===== config.mk =====
export PLATFORM = sky130hd
export DESIGN_NAME = kv_insert_engine
export DESIGN_NICKNAME = d
export VERILOG_FILES = /design/src/rtl/kv_insert_engine.sv
export SDC_FILE = /design/constraint.sdc
export NUM_CORES = 1
export LEC_CHECK = 0
export CORE_UTILIZATION = 38
export CTS_CLUSTER_SIZE = 24
export DETAILED_ROUTE_END_ITERATION = 7
export PLACE_DENSITY = 0.52
export SLEW_MARGIN = 20
export SYNTH_ARGS = -nofsm -noshare
export SYNTH_HDL_FRONTEND = slang
export SYNTH_SLANG_ARGS = --single-unit
export TNS_END_PERCENT = 5

===== constraint.sdc =====
create_clock -name clock -period 19 [get_ports clock]
set_clock_uncertainty 0.05 [all_clocks]
set_input_delay 2.85 -clock clock [delete_from_list [all_inputs] [get_ports clock]]
set_output_delay 2.85 -clock clock [all_outputs]
set_load 0.01 [all_outputs]

===== src/rtl/kv_insert_engine.sv =====
// kv_insert_engine: write side of the two-level hashed key/value store.
// Keys land in the key RAM at the next free slot; the slot address is linked
// into table1 (key % HASH1_SIZE) or, if that bucket holds a different key,
// into table2 (key % HASH2_SIZE). Slot address 0 means "empty" in both tables.
module kv_insert_engine #(
  parameter int KEY_WIDTH  = 32,
  parameter int ADDR_BITS  = 4,
  parameter int HASH1_SIZE = 5,
  parameter int HASH2_SIZE = 10
) (
  input  logic                 clock,
  input  logic                 reset_n,
  input  logic                 ins_valid,
  output logic                 ins_ready,
  input  logic [KEY_WIDTH-1:0] ins_key,
  output logic                 resp_valid,
  input  logic                 resp_ready,
  output logic [ADDR_BITS-1:0] resp_addr,
  output logic [1:0]           resp_status,
  output logic [ADDR_BITS-1:0] used_count
);

  localparam int H1W   = (HASH1_SIZE > 1) ? $clog2(HASH1_SIZE) : 1;
  localparam int H2W   = (HASH2_SIZE > 1) ? $clog2(HASH2_SIZE) : 1;
  localparam int DEPTH = 2 ** ADDR_BITS;

  typedef enum logic [3:0] {
    CLEAR, IDLE, RD_H1, CHK_H1, CMP_H1, CHK_H2, CMP_H2, WR, DONE
  } state_t;

  state_t               state;
  logic [H2W-1:0]       idx;
  logic [ADDR_BITS-1:0] next_free;
  logic [KEY_WIDTH-1:0] key_q;
  logic [H1W-1:0]       h1;
  logic [H2W-1:0]       h2;
  logic [ADDR_BITS-1:0] ent;    // registered table read data
  logic [KEY_WIDTH-1:0] kdat;   // registered key RAM read data
  logic                 tgt;    // 0: link into table1, 1: table2

  logic [KEY_WIDTH-1:0] key_ram [DEPTH];
  logic [ADDR_BITS-1:0] table1  [HASH1_SIZE];
  logic [ADDR_BITS-1:0] table2  [HASH2_SIZE];

  // Control FSM: sequences clear, probe of both tables, insert and response.
  always_ff @(posedge clock) begin
    if (!reset_n) begin
      state       <= CLEAR;
      idx         <= '0;
      next_free   <= ADDR_BITS'(1);
      used_count  <= '0;
      ins_ready   <= 1'b0;
      resp_valid  <= 1'b0;
      resp_addr   <= '0;
      resp_status <= 2'b00;
    end else begin
      case (state)
        CLEAR: begin
          if (idx == H2W'(HASH2_SIZE - 1)) begin
            state     <= IDLE;
            ins_ready <= 1'b1;
          end else begin
            idx <= idx + 1'b1;
          end
        end
        IDLE: begin
          if (ins_valid) begin
            key_q     <= ins_key;
            h1        <= H1W'(ins_key % KEY_WIDTH'(HASH1_SIZE));
            h2        <= H2W'(ins_key % KEY_WIDTH'(HASH2_SIZE));
            ins_ready <= 1'b0;
            state     <= RD_H1;
          end
        end
        RD_H1: begin
          ent   <= table1[h1];
          state <= CHK_H1;
        end
        CHK_H1: begin
          if (ent == '0) begin
            tgt   <= 1'b0;
            state <= WR;
          end else begin
            kdat  <= key_ram[ent];
            state <= CMP_H1;
          end
        end
        CMP_H1: begin
          if (kdat == key_q) begin
            resp_addr   <= ent;
            resp_status <= 2'b10;
            resp_valid  <= 1'b1;
            state       <= DONE;
          end else begin
            ent   <= table2[h2];
            state <= CHK_H2;
          end
        end
        CHK_H2: begin
          if (ent == '0) begin
            tgt   <= 1'b1;
            state <= WR;
          end else begin
            kdat  <= key_ram[ent];
            state <= CMP_H2;
          end
        end
        CMP_H2: begin
          // Both buckets hold other keys: no third level, report full.
          resp_addr   <= (kdat == key_q) ? ent : '0;
          resp_status <= (kdat == key_q) ? 2'b10 : 2'b11;
          resp_valid  <= 1'b1;
          state       <= DONE;
        end
        WR: begin
          // next_free wraps to 0 once the last slot is used: RAM exhausted.
          if (next_free == '0) begin
            resp_addr   <= '0;
            resp_status <= 2'b11;
          end else begin
            resp_addr   <= next_free;
            resp_status <= {1'b0, tgt};
            next_free   <= next_free + 1'b1;
            used_count  <= used_count + 1'b1;
          end
          resp_valid <= 1'b1;
          state      <= DONE;
        end
        DONE: begin
          if (resp_ready) begin
            resp_valid <= 1'b0;
            ins_ready  <= 1'b1;
            state      <= IDLE;
          end
        end
        default: state <= CLEAR;
      endcase
    end
  end

  // Storage writes: bucket clearing after reset, and the insert itself in WR.
  // Gated by reset_n so an aborted WR never leaves a half-linked entry.
  always_ff @(posedge clock) begin
    if (reset_n) begin
      if (state == CLEAR) begin
        table2[idx] <= '0;
        if (32'(idx) < HASH1_SIZE) table1[H1W'(idx)] <= '0;
      end else if (state == WR && next_free != '0) begin
        key_ram[next_free] <= key_q;
        if (tgt) table2[h2] <= next_free;
        else     table1[h1] <= next_free;
      end
    end
  end

endmodule


==> results of run 1 <==
## metrics by stage
step / cells / setup slack [ns] / cell area [um^2]
after global placement: 3235 / 2.076 / 32870
after floorplan: 2226 / 4.917 / 31470
after detailed placement: 3235 / 1.627 / 32870
after global routing: 3371 / 0.8800 / 35350
after CTS: 3371 / 2.254 / 35340
final: 3371 / 2.056 / 35350
## sequential cells by signal, summed over array words and instances, names as in the netlist, 2 cells and up, named ones only
register	count
resp_addr	4
state	4
next_free	4
kdat	32
key_ram	512
h1	3
h2	3
resp_status	2
idx	4
ent	4
key_q	32
used_count	4
table2	40
table1	20
## area by class of cell
class	instances	area (um^2)	share of cell area (%)
flip-flops and latches	678	20050	56.72
multi-input cells	1374	10610	30.00
clock buffers	91	2011	5.688
well taps	1060	1326	3.752
repair buffers	85	755.7	2.138
clock inverters	45	457.9	1.296
inverters	38	142.6	0.4035
## final timing paths
| kind | startpoint | endpoint | cells after the start |
|---|---|---|---|
| setup / recovery | ins_key[26] | flop | 45 |
| hold / removal | ins_ready | ins_ready | 2 |
| setup reg to reg | ent[0] | kdat[24] | 8 |
| hold reg to reg | ins_ready | ins_ready | 2 |
## power by group
| group | internal, mW | leakage (nW) | switching (mW) |
|---|---|---|---|
| sequential | 1.63 | 6.09 | 0.00332 |
| combinational | 0.312 | 4.30 | 0.533 |
| clock | 0.856 | 1.21 | 0.595 |
| total | 2.80 | 11.6 | 1.13 |
## kinds of logic (layout without fill, tap and decap cells)
logic type | count (synthesis) | after routing | share of synthesized area [%]
simple gates | 532 | 532 | 8.720
xor+xnor | 54 | 54 | 1.509
buf+inv | 174 | 259 | 2.742
flops | 678 | 678 | 63.95
other cells | 1 | 32 | 0.01196
compound gates | 507 | 507 | 11.81
fa+ha+maj | 15 | 15 | 0.5867
mux | 234 | 234 | 10.68
## placed cells by master (no fill, tap or decap), types with 13 or more instances in the layout
cell type	count
ha_1	13
clkdlybuf4s50_1	47
buf_4	38
mux2i_1	133
a21oi_1	101
and2_1	15
nor4_1	22
o21ai_0	88
nor2_1	129
mux4_2	78
xnor2_1	51
o211ai_1	18
nor2b_1	17
o21ai_1	13
nor3_1	50
nand2_1	121
dfxtp_1	31
conb_1	32
mux2_2	22
edfxtp_1	647
a221oi_1	33
a22oi_1	39
a31oi_1	21
clkinv_2	14
a211oi_1	18
clkinv_1	16
clkbuf_16	78
nand2b_1	13
inv_1	33
nand4_1	28
nand3_1	41
and2_2	16
## layer usage
metal	vias up	part of all wire (%)	global-route usage, %
met5	-	0	0
met4	0	1.5	4.237
met3	102	3.7	2.362
met2	403	48	31.31
met1	9832	46	26.14
li1	8862	-	-
## worst reg2reg max path: stages, from the launching register on
cell and delay, ns:
edfxtp_1 0.32, buf_4 0.56, buf_4 0.92, buf_4 0.92, mux2_2 0.51, o21ai_0 0.15
a21oi_1 0.08, a22oi_1 0.19, o21ai_0 0.12
==> qor.tcl, run 1 <==
set qor(finalHoldWorstSlack_ns) 0.4466
set qor(vias) 19200
set qor(timing.critical_path.mode_cell) {a21oi_1}
set qor(min_path_type) {flop to flop}
set qor(worst_slew_pin_slew_ns) 1.086
set qor(area_enclosed_by_the_die_boundary_um2) 83660
set qor(worstPathArrival_ns) 17.40
set qor(antenna_cells_inserted) 0
set qor(tritoncts) {built}
set qor(floorplan.rows) 104
set qor(route.final.wire_length_mm) 78.09
set qor(postSynth.asyncResetShare_pct) 0
set qor(global_route.overflow_total) 0
set qor(synth_top_area_share_pct) 61.97
set qor(critical-path-max-stage-delay_ns) 0.93
set qor(layout_min_cycle_time_ns) 16.94
set qor(timing.reg2reg.setup_slack_ns) 14.89
set qor(final_core_util_pct) 43.60
set qor(place_congestion) 0.8373
set qor(initial_utilization_pct) 38.67
set qor(detail-route-antenna-nets) 0
set qor(design.portCount) 48
set qor(global_route_wire_length_before_repair_mm) 118.5
set qor(finalSetupTns_ns) 0
set qor(outcome) {finished clean}
set qor(clockBufferDepth) 3
set qor(clockRootBuffer) {clkbuf_16}
set qor(routed_wirelength_normalized_by_instance_count_um) 23.16
set qor(netlist-cell-type-count) 127
set qor(seq_area_frac_synth_pct) 63.95
set qor(leakage_power_summed_over_all_cells_nw) 11.59
set qor(setup_bufs_post_cts) 0
set qor(die_span_in_y_um) 289.2
set qor(setup_viol) 0
set qor(synth_top_area_cell) {edfxtp_1}
set qor(die_width_um) 289.2
set qor(io_buffers) 47
set qor(yosys.cell_count.top_type) {edfxtp_1}
set qor(tritoncts.num_buffers) 74
set qor(critical_path.slowest_cell) {o41ai_2}
set qor(critPathTopFamily) {compound AO/OA/AOI/OAI gates}
set qor(mean_syn_cell_area_um2) 14.28
set qor(critical_path_required_ns) 19.45
set qor(first_global_vias) 19210
set qor(vdd.ir_drop.worst_v) 0.00007009
set qor(setup_repair_after_global_routing_missed_its_margin) {false}
set qor(drt_drc_violations_left) 0
set qor(final_layout_size_suffix_gt1_share_pct) 14.54
set qor(drt_pass1_iterations) 7
set qor(place_hpwl_mm) 45.66
set qor(synth_enable_flop_cells) 647
set qor(hold_vio_cnt_final) 0
set qor(grtUsageTotal_pct) 18.77
set qor(grt_start_max_net_pins) 68
set qor(drv.max_cap_violation_count) 0
set qor(slew_viol_final) 0
set qor(design.final.nets) 2300
set qor(timing_worst_setup_path_type) {input port to flop}
set qor(avgViaCountPerCell) 5.695
set qor(synth.cells.most_frequent) {647 x edfxtp_1, 133 x mux2i_1, 131 x nor2_1}
set qor(synthFlopType) {edfxtp_1}
set qor(antenna_violations_before_repair) 2
set qor(biggest_area_contributors_in_the_synthesized_netlist) {edfxtp_1 62%, mux4_2 5.6%, mux2i_1 4.2%}
set qor(post_cts.resized_instances) 0
set qor(clock-sinks) 678
set qor(cp_num_buf_inv) 1
set qor(drt_iter0_markers) 1357
set qor(number_of_buffers_inserted_by_hold_repair_at_cts) 0
set qor(timing.critical_path.from_type) {input port}
set qor(post-layout-total-power_mw) 3.932
set qor(endpoint_kind) {flop}
set qor(htreeDepth) 3
set qor(final.fill_count) 7220
set qor(post_route_fraction_of_the_period_consumed_by_the_critical_path_pct) 89.18
set qor(worstSkewPairLatency_ns) 0.61
set qor(worst-path-max-fanout) 17
set qor(synth-warning-count) 0
set qor(netlist_instances) 2195
set qor(synth_area_um2) 31350
set qor(clkTransAtPathRegs_ns) 0.06
set qor(slew_headroom_pct) 26.81
set qor(clock.fmax_ghz) 0.05902
set qor(area_delta_synth_final_pct) 12.75
set qor(p_per_area_nw_per_um2) 111.3
set qor(core_region_area_um2) 81070
set qor(postSynthRegisterBits) 678
Power figures use the tool's default switching activity.
==> run 2: changes to the inputs <==
==> constraint.sdc (replaced) <==
create_clock -name clock -period 16.6 [get_ports clock]
set_clock_uncertainty 0.05 [all_clocks]
set_input_delay 2.49 -clock clock [delete_from_list [all_inputs] [get_ports clock]]
set_output_delay 2.49 -clock clock [all_outputs]
set_load 0.01 [all_outputs]
==> run 2 against run 1 <==
  * Power grew 12%
  * Global-route usage shrank 0.13 points
  * First-iteration DRC count grew 20%
  * Largest power group unchanged
  * Core utilization shrank 0.19 points
  * Largest cell class unchanged
  * Sequential share of layout area grew 0.25 points
  * Die area is the same
  * Cell count is essentially flat
==> qor.tcl, run 2 (synthesis gave the netlist of run 1 again) <==
set qor(top_regs) {key_ram: 512 flops, table2: 40 flops}
set qor(finalSetupTns_ns) 0
set qor(regToRegStartpoint) {ent[0]}
set qor(clockBufferDepth) 3
set qor(outcome) {finished clean}
set qor(first_global_vias) 18980
set qor(mostFrequentLayoutCell) {edfxtp_1}
set qor(power_frac_comb_pct) 22.3
set qor(vias) 19260
set qor(power.switching_mw) 1.290
set qor(die_width_um) 289.2
set qor(area_delta_synth_final_pct) 12.24
set qor(clkTransAtPathRegs_ns) 0.06
set qor(route.final.wire_length_mm) 78.17
set qor(hold_path_startpoint) {resp_valid}
set qor(setup.worst_path.start) {ins_key[26]}
set qor(critical_path_required_ns) 17.03
set qor(layout_min_cycle_time_ns) 15.57
set qor(vdd.ir_drop.worst_v) 0.00007312
set qor(core_region_area_um2) 81070
set qor(htreeDepth) 3
set qor(sequential_cell_area_um2) 20050
set qor(clock.fmax_ghz) 0.06423
set qor(global_route_wire_length_before_repair_mm) 117.2
set qor(initial_utilization_pct) 38.67
set qor(worstPathArrival_ns) 16.00
set qor(slew_headroom_pct) 27.67
set qor(timing_worst_setup_path_type) {input port to flop}
set qor(hold_vio_cnt_final) 0
set qor(drt_pass1_iterations) 5
set qor(timing.critical_path.from_type) {input port}
set qor(place_hpwl_mm) 44.92
set qor(tritoncts) {built}
set qor(drt_drc_violations_left) 0
set qor(die_span_in_y_um) 289.2
set qor(leakage_power_summed_over_all_cells_nw) 11.49
set qor(final_cells) 3370
set qor(antenna_violations_before_repair) 1
set qor(worst-path-max-fanout) 17
set qor(drt_iter0_markers) 1635
set qor(switching_share_pct) 29.40
set qor(final.fill_count) 7283
set qor(design.portCount) 48
set qor(worst_slew_pin_slew_ns) 1.085
set qor(pwr-share-seq_pct) 42.7
set qor(min_path_type) {flop to flop}
set qor(area_enclosed_by_the_die_boundary_um2) 83660
set qor(io_buffers) 47
set qor(whs_path_depth) 1
set qor(hold-path-endpoint) {resp_valid}
set qor(design.final.nets) 2299
set qor(worstRegToRegCells) 8
set qor(internal_power_mw) 3.099
set qor(avgViaCountPerCell) 5.715
set qor(setup_viol) 0
set qor(tritoncts.num_buffers) 74
set qor(slew_viol_final) 0
set qor(final_layout_size_suffix_gt1_share_pct) 13.72
set qor(antenna_cells_inserted) 0
set qor(post_route_fraction_of_the_period_consumed_by_the_critical_path_pct) 93.79
set qor(placed_cells) 3234
set qor(endpoint_kind) {flop}
set qor(setup_repair_after_global_routing_missed_its_margin) {false}
set qor(multiInputGateArea_um2) 10640
set qor(largest_reg_flops) 512
set qor(regMostFlops) {key_ram}
set qor(detail-route-antenna-nets) 0
set qor(most_frequent_cells_in_the_layout) {647 x edfxtp_1, 133 x mux2i_1, 129 x nor2_1, 121 x nand2_1, 101 x a21oi_1}
set qor(floorplan.rows) 104
set qor(critical-path-max-stage-delay_ns) 0.74
set qor(r2r-end) {kdat[21]}
set qor(clock-sinks) 678
set qor(global_route.overflow_total) 0
set qor(routed_wirelength_normalized_by_instance_count_um) 23.20
set qor(grt_start_max_net_pins) 112
set qor(drv.max_cap_violation_count) 0
set qor(clockRootBuffer) {clkbuf_16}
set qor(grtUsageTotal_pct) 18.64
set qor(pwr-share-clk_pct) 35.0
set qor(place_congestion) 0.8345
set qor(setup_bufs_post_cts) 0
set qor(critical_path.slowest_cell) {clkdlybuf4s50_1}
set qor(p_per_area_nw_per_um2) 124.7
set qor(timing.reg2reg.setup_slack_ns) 12.76
set qor(worstSkewPairLatency_ns) 0.63
run 2: what timing repair did:
action | 4_1_cts | 5_1_grt
hold endpoints to repair | 0 | 0
hold buffers | 0 | 0
endpoints found under the setup margin | 0 | 6
gates resized for setup | 0 | 6
run 2: layer usage:
metal / track usage (%) / up-vias / share of wire [%]
li1: - / 8874 / -
met1: 26.01 / 9840 / 45
met2: 30.91 / 458 / 49
met3: 2.079 / 86 / 4.3
met4: 4.961 / 2 / 1.6
met5: 0 / - / 0.015
run 2: worst max-delay path: cells and delay by family:
kind	cells	cell delay, ns
fa+ha+maj	3	0.84
xor+xnor	1	0.23
buf+inv	2	0.99
compound gates	24	6.91
simple gates	13	3.01
mux	4	1.51
run 2: worst max-delay path by stage:
stage,to,slack [ns],cells past startpoint
floorplan,flop,2.88,51
global placement,flop,0.61,46
detailed placement,flop,0.21,45
CTS,flop,0.82,45
global route,flop,0.05,47
finish,flop,1.03,47
run 2: final cells by class:
class,count,share of cell area [%]
Clock buffer,106,5.660
Timing Repair Buffer,84,2.162
Inverter,38,0.4053
Clock inverter,30,0.8000
Sequential cell,678,56.97
Multi-Input combinational cell,1374,30.23
Tap cell,1060,3.769
run 2: through the flow:
stage                     hold WS [ns]  setup slack [ns]  power (mW)  instance area [um^2]  utilization, %
after floorplan                 0.4509             2.877       2.686                 31470               -
after global placement          0.4434            0.6125       2.861                 32880           40.56
after detailed placement        0.4468            0.2102       2.866                 32880           40.56
after CTS                       0.4676            0.8190       4.410                 35150           43.36
after global routing            0.4923           0.05494       4.586                 35190           43.41
final                           0.4689             1.031       4.389                 35190           43.41
run 2: power by group through the flow:
stage	Clock [mW]	Sequential, mW	Combinational [mW]
CTS	1.58	1.87	0.960
global placement	0	1.91	0.951
floorplan	0	1.91	0.778
global route	1.64	1.87	1.07
finish	1.54	1.87	0.977
detailed placement	0	1.91	0.956
==> run 3: changes to the inputs <==
==> constraint.sdc (replaced) <==
create_clock -name clock -period 16.45 [get_ports clock]
set_clock_uncertainty 0.05 [all_clocks]
set_input_delay 2.4675 -clock clock [delete_from_list [all_inputs] [get_ports clock]]
set_output_delay 2.4675 -clock clock [all_outputs]
set_load 0.01 [all_outputs]
==> run 3 against run 2 <==
  * Via count is 0.24% higher
  * Critical path depth stayed put
  * Clock-buffer cell count is 9 lower
  * Highest routed layer is now met4
  * Largest cell class unchanged
  * Largest power group unchanged
  * Final area is 0.14% higher
  * Global-route usage is 0.34 points higher
  * Routed wire length is 0.73% higher
  * First-iteration DRC count is 5.1% lower
==> qor.tcl, run 3 (synthesis gave the netlist of run 1 again) <==
set qor(worst_slew_pin_slew_ns) 1.132
set qor(hold_vio_cnt_final) 0
set qor(outcome) {finished clean}
set qor(route.final.wire_length_mm) 78.74
set qor(endpoint_kind) {flop}
set qor(slew_headroom_pct) 24.39
set qor(core_region_area_um2) 81070
set qor(clkTransAtPathRegs_ns) 0.06
set qor(tritoncts.num_buffers) 73
set qor(finalHoldWorstSlack_ns) 0.4835
set qor(pwr-share-clk_pct) 35.3
set qor(number_of_buffers_inserted_by_hold_repair_at_cts) 0
set qor(hold_path_startpoint) {resp_status[1]}
set qor(layout_min_cycle_time_ns) 15.49
set qor(tritoncts) {built}
set qor(critical_path.slowest_cell) {clkdlybuf4s50_1}
set qor(finalSetupTns_ns) 0
set qor(fin_area_um2) 35240
set qor(worstPathArrival_ns) 15.93
set qor(power_frac_comb_pct) 22.4
set qor(timing.critical_path.from_type) {input port}
set qor(vias) 19310
set qor(final.fill_count) 7258
set qor(place_congestion) 0.8182
set qor(slew_viol_final) 0
set qor(clockBufferDepth) 3
set qor(critical_path_required_ns) 16.90
set qor(post_route_fraction_of_the_period_consumed_by_the_critical_path_pct) 94.14
set qor(avgViaCountPerCell) 5.732
set qor(global_route_wire_length_before_repair_mm) 120.1
set qor(drv.max_cap_violation_count) 0
set qor(detailed_place.area_um2) 32870
set qor(first_global_vias) 19640
set qor(setup_viol) 0
set qor(setup.worst_path.start) {ins_key[26]}
set qor(switching_share_pct) 28.88
set qor(floorplan.rows) 104
set qor(mostFrequentLayoutCell) {edfxtp_1}
set qor(die_width_um) 289.2
set qor(area_delta_synth_final_pct) 12.40
set qor(initial_utilization_pct) 38.67
set qor(regMostFlops) {key_ram}
set qor(regToRegStartpoint) {ent[1]}
set qor(antenna_violations_before_repair) 2
set qor(design.portCount) 48
set qor(drt_iter0_markers) 1552
set qor(antenna_cells_inserted) 0
set qor(drt_pass1_iterations) 5
set qor(p_per_area_nw_per_um2) 126.9
set qor(leakage_power_summed_over_all_cells_nw) 11.54
set qor(clockRootBuffer) {clkbuf_16}
set qor(top_regs) {key_ram: 512 flops, table2: 40 flops}
set qor(critical-path-max-stage-delay_ns) 0.74
set qor(area_enclosed_by_the_die_boundary_um2) 83660
set qor(design.final.nets) 2301
set qor(grt_start_max_net_pins) 68
set qor(worst-path-max-fanout) 17
set qor(clock-sinks) 678
set qor(htreeDepth) 3
set qor(power.switching_mw) 1.291
set qor(pwr-share-seq_pct) 42.3
set qor(timing_worst_setup_path_type) {input port to flop}
set qor(die_span_in_y_um) 289.2
set qor(place_hpwl_mm) 45.50
set qor(final_layout_size_suffix_gt1_share_pct) 14.12
set qor(io_buffers) 47
set qor(vdd.ir_drop.worst_v) 0.00008263
set qor(min_path_type) {flop to flop}
set qor(clock.fmax_ghz) 0.06458
set qor(internal_power_mw) 3.180
set qor(detail-route-antenna-nets) 0
set qor(global_route.overflow_total) 0
set qor(most_frequent_cells_in_the_layout) {647 x edfxtp_1, 133 x mux2i_1, 129 x nor2_1, 120 x nand2_1, 101 x a21oi_1}
set qor(grtUsageTotal_pct) 18.98
set qor(worstSkewPairLatency_ns) 0.62
set qor(drt_drc_violations_left) 0
set qor(final_core_util_pct) 43.47
set qor(routed_wirelength_normalized_by_instance_count_um) 23.38
set qor(setup_repair_after_global_routing_missed_its_margin) {false}
set qor(largest_reg_flops) 512
[run 3: cell types whose count changed in the layout (fill, tap and decap cells not counted), sizes merged]
cell / previous run / this run
dlymetal6s2s: 0 / 3
bufinv: 1 / 5
inv: 39 / 36
buf: 37 / 40
clkbuf: 106 / 97
clkinv: 27 / 30
clkdlybuf4s50: 47 / 44
[run 3: worst max-delay path, delay by kind of cell]
family,cells,cell delay (ns)
compound gates,22,6.47
simple gates,14,3.12
mux,5,1.79
buf+inv,2,0.99
fa+ha+maj,3,0.83
xor+xnor,1,0.21
[run 3: area by class of cell]
cell class / count / area [um^2] / share of cell area, %
Clock inverter: 34 / 330.3 / 0.9373
Inverter: 38 / 142.6 / 0.4048
Timing Repair Buffer: 87 / 778.2 / 2.208
Multi-Input combinational cell: 1374 / 10650 / 30.23
Clock buffer: 97 / 1959 / 5.560
Tap cell: 1060 / 1326 / 3.764
Sequential cell: 678 / 20050 / 56.89
[run 3: metrics by stage]
step,worst slack (ns),power (mW),cells
global placement,0.4188,2.887,3235
global route,0.001176,4.673,3368
finish,0.9641,4.471,3368
detailed placement,-0.002142,2.889,3235
floorplan,2.749,2.710,2226
CTS,0.6310,4.479,3366
[run 3: power groups by stage]
stage          Sequential, mW  Combinational [mW]  Clock (mW)
2_1_floorplan            1.93               0.785           0
4_1_cts                  1.89               0.968        1.62
3_5_place_dp             1.93               0.962           0
5_1_grt                  1.89                1.10        1.68
6_report                 1.89                1.00        1.58
3_3_place_gp             1.93               0.960           0
[run 3: worst paths after layout]
path / endpoint / slack, ns / depth (start not counted)
setup / recovery: flop / 0.96 / 47
setup reg to reg: kdat[18] / 11.91 / 8
hold / removal: resp_status[1] / 0.48 / 2
hold reg to reg: resp_status[1] / 0.48 / 2
[run 3: repair_timing]
item                       in CTS  in global routing
setup endpoints to repair       0                  6
resized for setup               0                 13
buffers inserted                0                  2
[run 3: metal layers]
metal  vias to the layer above  part of all wire, %  GRT usage, %
met3                        72                  4.8         2.402
met5                         -                    0             0
met2                       501                   49         31.87
li1                       8857                    -             -
met4                         0                  1.3         4.671
met1                      9877                   45         26.10
